**config.mk**
```make
export PLATFORM = sky130hd
export DESIGN_NAME = ncgb_mapper_sync
export DESIGN_NICKNAME = d
export VERILOG_FILES = /design/src/rtl/ncgb_mapper_sync.sv
export SDC_FILE = /design/constraint.sdc
export NUM_CORES = 1
export LEC_CHECK = 0
export ABC_CLOCK_PERIOD_IN_PS = 5100
export CORE_MARGIN = 4
export CORE_UTILIZATION = 56
export DETAILED_ROUTE_END_ITERATION = 6
export GPL_TIMING_DRIVEN = 0
export PLACE_DENSITY = 0.83
export SLEW_MARGIN = 20
export SYNTH_ARGS = -nofsm -noshare
export SYNTH_HDL_FRONTEND = slang
export SYNTH_SLANG_ARGS = --single-unit
```
**constraint.sdc**
```tcl
create_clock -name CLK -period 5.1 [get_ports CLK]
set_clock_uncertainty 0.2 [all_clocks]
set_input_delay 1.02 -clock CLK [delete_from_list [all_inputs] [get_ports CLK]]
set_output_delay 1.02 -clock CLK [all_outputs]
set_load 0.005 [all_outputs]
```
**src/rtl/ncgb_mapper_sync.sv**
```systemverilog
// Clocked MBC5-style cartridge mapper: synchronised, glitch-filtered /WR commits and a lockable game select.
// Optional build macro NCGB_MBC1_COMPAT_EN switches the ROM bank decode to MBC1 semantics.
module ncgb_mapper_sync #(
    parameter int ROM_BANK_W = 9,
    parameter int RAM_BANK_W = 4,
    parameter int GAME_SEL_W = 2,
    parameter int WR_FILT    = 3
) (
    input  logic                  CLK,
    input  logic                  RST_N,
    input  logic [3:0]            GB_A,
    input  logic [7:0]            GB_D,
    input  logic                  GB_WR,
    input  logic                  GB_RD,
    input  logic                  GB_CS,
    output logic [ROM_BANK_W-1:0] ROM_A,
    output logic [RAM_BANK_W-1:0] RAM_A,
    output logic                  ROM_CS,
    output logic                  RAM_CS,
    output logic                  DDIR
);

    // IDLE wait /WR low | LOW count filtered low samples | ARMED track bus until /WR high | COMMIT update registers
    typedef enum logic [1:0] {ST_IDLE, ST_LOW, ST_ARMED, ST_COMMIT} state_t;

    localparam int CNT_W = (WR_FILT < 2) ? 1 : $clog2(WR_FILT + 1);
    localparam int RBX   = (ROM_BANK_W > 9) ? ROM_BANK_W : 9;
    localparam logic [ROM_BANK_W-1:0] ROM_KEEP = {ROM_BANK_W{1'b1}} >> GAME_SEL_W;
    localparam logic [RAM_BANK_W-1:0] RAM_KEEP = {RAM_BANK_W{1'b1}} >> GAME_SEL_W;

    logic                  wr_meta_q, wr_s_q;
    logic [3:0]            a_q, a_s_q, a_lat_q;
    logic [7:0]            d_q, d_s_q, d_lat_q;
    state_t                state_q, state_d;
    logic [CNT_W-1:0]      cnt_q, cnt_d, cnt_inc;
    logic                  lat_en, commit;
    logic [ROM_BANK_W-1:0] rom_bank_q, rom_bank_d;
    logic [RAM_BANK_W-1:0] ram_bank_q, ram_bank_d;
    logic [GAME_SEL_W-1:0] game_sel_q, game_sel_d;
    logic                  ram_en_q, ram_en_d;
    logic                  menu_win_q, menu_win_d;
    logic                  game_lock_q, game_lock_d;
    logic [RBX-1:0]        rb_x;
    logic [ROM_BANK_W-1:0] rom_base;
    logic                  unused_cs;

    assign unused_cs = GB_CS;

    // Bus stage a_s/d_s lines up with wr_s so the latched pair matches the /WR sample.
    always_ff @(posedge CLK or negedge RST_N) begin
        if (!RST_N) begin
            wr_meta_q <= 1'b1;
            wr_s_q    <= 1'b1;
            a_q       <= '0;
            d_q       <= '0;
            a_s_q     <= '0;
            d_s_q     <= '0;
        end else begin
            wr_meta_q <= GB_WR;
            wr_s_q    <= wr_meta_q;
            a_q       <= GB_A;
            d_q       <= GB_D;
            a_s_q     <= a_q;
            d_s_q     <= d_q;
        end
    end

    assign cnt_inc = cnt_q + CNT_W'(1);

    always_comb begin
        state_d = state_q;
        cnt_d   = cnt_q;
        lat_en  = 1'b0;
        commit  = 1'b0;
        case (state_q)
            ST_IDLE: begin
                if (!wr_s_q) begin
                    lat_en  = 1'b1;
                    cnt_d   = CNT_W'(1);
                    state_d = (WR_FILT <= 1) ? ST_ARMED : ST_LOW;
                end
            end
            ST_LOW: begin
                if (!wr_s_q) begin
                    lat_en = 1'b1;
                    cnt_d  = cnt_inc;
                    if (cnt_inc == CNT_W'(WR_FILT)) state_d = ST_ARMED;
                end else begin
                    state_d = ST_IDLE;
                end
            end
            ST_ARMED: begin
                if (!wr_s_q) lat_en = 1'b1;
                else         state_d = ST_COMMIT;
            end
            ST_COMMIT: begin
                commit  = 1'b1;
                state_d = ST_IDLE;
            end
            default: state_d = ST_IDLE;
        endcase
    end

    always_comb begin
        rb_x        = RBX'(rom_bank_q);
        ram_bank_d  = ram_bank_q;
        ram_en_d    = ram_en_q;
        menu_win_d  = menu_win_q;
        game_sel_d  = game_sel_q;
        game_lock_d = game_lock_q;
        if (commit) begin
            case (a_lat_q)
                4'h0, 4'h1: ram_en_d = (d_lat_q[3:0] == 4'hA);
`ifdef NCGB_MBC1_COMPAT_EN
                4'h2, 4'h3: rb_x[4:0] = (d_lat_q[4:0] == 5'd0) ? 5'd1 : d_lat_q[4:0];
`else
                4'h2: rb_x[7:0] = d_lat_q;
                4'h3: if (ROM_BANK_W > 8) rb_x[8] = d_lat_q[0];
`endif
                4'h4, 4'h5: begin
                    ram_bank_d = d_lat_q[RAM_BANK_W-1:0];
                    menu_win_d = d_lat_q[4] & ~game_lock_q;
`ifdef NCGB_MBC1_COMPAT_EN
                    rb_x[6:5]  = d_lat_q[1:0];
`endif
                end
                4'hA: if (menu_win_q && d_lat_q[0]) game_lock_d = 1'b1;
                4'hB: if (menu_win_q && !game_lock_q) game_sel_d = d_lat_q[GAME_SEL_W-1:0];
                default: ;
            endcase
        end
`ifdef NCGB_MBC1_COMPAT_EN
        rb_x[8:7] = 2'b00;
`endif
        rom_bank_d = rb_x[ROM_BANK_W-1:0];
    end

    always_ff @(posedge CLK or negedge RST_N) begin
        if (!RST_N) begin
            state_q     <= ST_IDLE;
            cnt_q       <= '0;
            a_lat_q     <= '0;
            d_lat_q     <= '0;
            rom_bank_q  <= ROM_BANK_W'(1);
            ram_bank_q  <= '0;
            ram_en_q    <= 1'b0;
            menu_win_q  <= 1'b0;
            game_sel_q  <= '0;
            game_lock_q <= 1'b0;
        end else begin
            state_q     <= state_d;
            cnt_q       <= cnt_d;
            if (lat_en) begin
                a_lat_q <= a_s_q;
                d_lat_q <= d_s_q;
            end
            rom_bank_q  <= rom_bank_d;
            ram_bank_q  <= ram_bank_d;
            ram_en_q    <= ram_en_d;
            menu_win_q  <= menu_win_d;
            game_sel_q  <= game_sel_d;
            game_lock_q <= game_lock_d;
        end
    end

    // Access paths are purely combinational from the live address.
    assign ROM_CS   = GB_A[3];
    assign RAM_CS   = !((GB_A[3:1] == 3'b101) && ram_en_q && !menu_win_q);
    assign rom_base = (GB_A[3:2] == 2'b00) ? '0 : rom_bank_q;
    assign ROM_A    = game_lock_q
                    ? ((rom_base & ROM_KEEP) | (ROM_BANK_W'(game_sel_q) << (ROM_BANK_W - GAME_SEL_W)))
                    : rom_base;
    assign RAM_A    = game_lock_q
                    ? ((ram_bank_q & RAM_KEEP) | (RAM_BANK_W'(game_sel_q) << (RAM_BANK_W - GAME_SEL_W)))
                    : ram_bank_q;
    assign DDIR     = (!ROM_CS || !RAM_CS) && !GB_RD;

endmodule

```
### Word-level counts from Yosys, hierarchy flattened

Index checks and enable logic that the tools add are counted.

* input port bits: 17
* word-level logic and storage cells: 78
* flip-flop bits (word level): 60
* output and inout bits: 16

* equal/unequal tests: 17
* add/subtract/negate cells: 1
* reductions and logical operators: 26
* muxes and demuxes: 13
* bitwise logic cells: 4

Operators with widths (number)
* 9-bit two-way mux: 2
* 4-bit equality test, second input constant: 3
* 3-bit AND reduction: 4
* 2-bit two-way mux: 5
* 7-bit by 9-bit OR with 9-bit output: 1
* 4-bit by 2-bit equality test with 1-bit output, second input constant: 2
* 4-bit by 3-bit equality test with 1-bit output, second input constant: 2
* 2-bit one-hot mux with 4 select lines: 1
* 2-bit AND reduction: 4
* 2-bit equality test, second input constant: 3
* 2-bit inequality test, second input constant: 3
* 1-bit logical AND: 5
* 1-bit zero test: 5
* 4-bit by 1-bit equality test with 1-bit output, second input constant: 1
* 2-bit zero test: 2
* 4-bit zero test: 1
* 4-bit two-way mux: 1
* 2-bit by 4-bit OR with 4-bit output: 1
* 2-bit one-hot mux with 2 select lines: 1
* 2-bit OR reduction: 2
* 3-bit equality test, second input constant: 1
* 1-bit two-way mux: 3
* 3-bit inequality test, second input constant: 1
* 3-bit OR reduction: 1
* other kinds (6): 6

### Longest topological paths before layout

* depth after elaboration: 5
* gate-level depth with buffers: 4
* mapped depth without buffers: 4

### Worst setup path after synthesis

Ideal clock, no wire load.

* path kind: input-to-output
* start: in GB_A[3]
* end: out ROM_A[7]
* setup slack: 2.280 ns
* path buffers: 0
* stages: 3
* data arrival time: 1.600 ns
* required time: 3.880 ns
* cells stage by stage: nor2_1 -> nor2_1 -> a22o_1

* longest elaborated chain between the ends: 3

RTL lines
* from (decl): RTL line 11 `input logic [3:0] GB_A,`
* 2-bit zero test: RTL line 169 `assign rom_base = (GB_A[3:2] == 2'b00) ? '0 : rom_bank_q;`
* 9-bit two-way mux: RTL line 169
* 9-bit two-way mux: RTL line 171 `? ((rom_base & ROM_KEEP) | (ROM_BANK_W'(game_sel_q) << (ROM_BANK_W - GAME_SEL_W)))`
* to (decl): RTL line 16 `output logic [ROM_BANK_W-1:0] ROM_A,`

No other way between the ends.

### Worst setup path in the final report

* start: in GB_A[3]
* end: out ROM_A[8]

Same word-level chain as after synthesis.

==> flow_summary.json <==
{
  "final_antenna_net_count": 0,
  "grt_pass1_wl_mm": 5.98,
  "worstPathMaxFanout": 8,
  "end_kind": "output port",
  "synth_edf_count": 0,
  "regArea_um2": 1510,
  "wl_mm": 3.56,
  "antenna_cells": 0,
  "grt_pass1_vias": 1253,
  "ys_seq_area_share_pct": 68.2,
  "grt_max_degree": 61,
  "die_area_um2": 5010,
  "status": "complete, no violations",
  "cpPeakStageDelay_ns": 0.56,
  "postCtsSetupRepairBufs": 0,
  "start_util_pct": 58.9,
  "die_h_um": 70.8,
  "async_reset_ff_share_pct": 100,
  "grtUsageTotal_pct": 15.9,
  "reg2reg_to": "rom_bank_q[4]",
  "place_area_um2": 2570,
  "rsz0062_at_grt": "false",
  "rows": 22,
  "final_util_pct": 72.6,
  "root_buffer": "clkbuf_8",
  "tns_ns": 0,
  "drv_slew": 0,
  "multi_input_area_um2": 647,
  "clk_pin_slew_worst_paths_ns": 0.06,
  "first_iter_violations": 57,
  "path_class": "in -> out",
  "cts_buffer_depth": 2,
  "synth_area_um2": 2210,
  "design_area_um2": 2720,
  "tightest_slew_ns": 0.706,
  "area_growth_pct": 23.3,
  "cts_htree_levels": 3,
  "cts_tree": "built",
  "grt_overflow": 0,
  "power.leakage_uw": 0.00124,
  "ios": 33,
  "rrSetupSlack_ns": 3.17,
  "synth_ff_type": "dfrtp_1",
  "critPathBufInv": 2,
  "required_ns": 3.88,
  "hpwlAfterDp_mm": 2.48,
  "ff2ff_path_depth": 4,
  "critical-path-slowest-cell": "nor2_1",
  "yosysTopAreaCellShare_pct": 64.7,
  "antenna_found_initial": 0,
  "hold_path.class": "reg -> reg",
  "whs_endpoint": "a_s_q[3]",
  "synth.avg_cell_area_um2": 15.9,
  "vdd.ir_drop.worst_uv": 219,
  "hold_depth": 0,
  "hold_buffers": 0,
  "syn_nets": 157,
  "cp_cell_sequence": "clkdlybuf4s50_1 > nor2_1 > nor2_1 > a22o_1 > clkdlybuf4s50_1",
  "cts_buffers": 9,
  "ys_types": 27,
  "cts.sinks": 60,
  "hold_viol": 0,
  "cp.arrival_ns": 2.86,
  "gp_congestion": 0.756,
  "fmax_mhz": 245,
  "via_per_inst": 5.25,
  "fin_crit_ns": 4.08,
  "drive_above_1_share_pct": 29.1,
  "finalPower_uw": 1110,
  "num-fill-cells": 248,
  "vias": 1208,
  "die_w_um": 70.8,
  "hold_start": "a_q[3]",
  "fin_crit_sh_pct": 79.9,
  "reg2reg_from": "state_q[0]",
  "synthCells": 139,
  "first_pass_iters": 4,
  "startpoint": "GB_A[3]",
  "p_per_area_nw_per_um2": 407,
  "ys_warn_count": 0,
  "setup_viol": 0,
  "portBuffers": 31,
  "core_area_um2": 3740,
  "ctsResizeCount": 0,
  "start_kind": "input pin",
  "cp_top_family": "buffers and inverters",
  "wl_per_cell_um": 15.5,
  "ys_seq_elements": 60,
  "slew_headroom_pct": 52.9,
  "synthTopCellsByArea": "dfrtp_1 (65%), mux2_2 (12%), mux2_4 (5.4%)",
  "drc_errors": 0,
  "final_nets": 199,
  "synth_largest_area_cell": "dfrtp_1",
  "cap_violations": 0,
  "clock_latency_ns": 0.32
}
## synth_stat cells, types with 2 or more instances
master / n
dfrtp_1: 57
mux2_2: 23
nor2b_1: 9
mux2_4: 8
nor2_1: 4
buf_4: 3
dfstp_2: 3
inv_1: 3
nand2_1: 3
nor4_1: 3
a21oi_1: 2
a22o_1: 2
nand3_1: 2
nand3b_1: 2
nor4bb_1: 2
o21ai_0: 2
## routing by layer
| metal | share of wire (%) | GRT usage (%) | vias up |
|---|---|---|---|
| met1 | 42 | 20.0 | 608 |
| met2 | 50 | 24.1 | 33 |
| met3 | 5.4 | 6.11 | 9 |
| met5 | 0 | 0 | - |
| li1 | - | - | 558 |
| met4 | 1.9 | 8.14 | 0 |
## layout make-up
type                       count  area share (%)
inverter                       3           0.414
clock buffer                  12            5.34
sequential                    60            55.4
tap                           48            2.21
buffer                         6            1.56
timing repair buffer          31            11.3
multi-input combinational     70            23.8
## kinds of logic (layout without fill, tap and decap cells)
| logic type | count (synthesis) | count (layout) | share of synthesized area [%] |
|---|---|---|---|
| AO/OA/AOI/OAI | 9 | 9 | 2.72 |
| XOR/XNOR | 1 | 1 | 0.397 |
| adder cells (fa/ha/maj) | 1 | 1 | 0.567 |
| buffers and inverters | 9 | 52 | 2.44 |
| AND/OR/NAND/NOR | 28 | 28 | 8.45 |
| flip-flops | 60 | 60 | 68.2 |
| multiplexers | 31 | 31 | 17.2 |
## report_power, final
group | switching [uW] | total (uW) | internal (uW) | leakage, uW
combinational | 63.9 | 187 | 123 | 0.000432
clock | 150 | 329 | 179 | 0.0000743
sequential | 48.7 | 592 | 543 | 0.000735
## placed cells by master, fill, tap and decap left out
| cell | n |
|---|---|
| nand3b_1 | 2 |
| a21boi_0 | 1 |
| nand2_1 | 3 |
| buf_2 | 1 |
| nand3_1 | 2 |
| dfrtp_1 | 57 |
| nor2b_1 | 9 |
| clkbuf_1 | 3 |
| mux2_2 | 23 |
| buf_4 | 4 |
| o21ai_0 | 2 |
| xor2_1 | 1 |
| a22o_1 | 2 |
| or4b_1 | 1 |
| nor4b_4 | 1 |
| buf_6 | 1 |
| ha_1 | 1 |
| a21oi_1 | 2 |
| nor4bb_1 | 2 |
| dfstp_2 | 3 |
| nand2_2 | 1 |
| o22ai_1 | 1 |
| clkbuf_8 | 10 |
| nor2_1 | 4 |
| mux2_4 | 8 |
| inv_1 | 3 |
| clkdlybuf4s50_1 | 30 |
| a31o_2 | 1 |
| nor4_1 | 3 |
## how the worst max path moves through the flow
stage                to  slack [ns]  depth (start not counted)
3_5_place_dp   ROM_A[7]        1.02                          5
2_1_floorplan  ROM_A[7]        2.28                          3
4_1_cts        ROM_A[7]        1.02                          5
3_3_place_gp   ROM_A[8]        1.09                          5
6_report       ROM_A[8]        1.02                          5
5_1_grt        ROM_A[7]        0.87                          5
## through the flow
step                setup WS, ns  hold slack [ns]  std cells
global placement            1.09            0.132        218
global route               0.865            0.150        230
detailed placement          1.02            0.135        218
CTS                         1.02            0.147        230
floorplan                   2.28            0.131        139
finish                      1.02            0.146        230
## registers in the layout (all words and copies together), names as in the netlist, named ones only
name / count
menu_win_q: 1
game_lock_q: 1
game_sel_q: 2
a_lat_q: 4
ram_en_q: 1
d_lat_q: 8
wr_meta_q: 1
a_q: 4
cnt_q: 2
wr_s_q: 1
state_q: 1
ram_bank_q: 4
d_q: 8
a_s_q: 4
d_s_q: 8
rom_bank_q: 9
No activity file was read; power rests on OpenSTA's default activity.
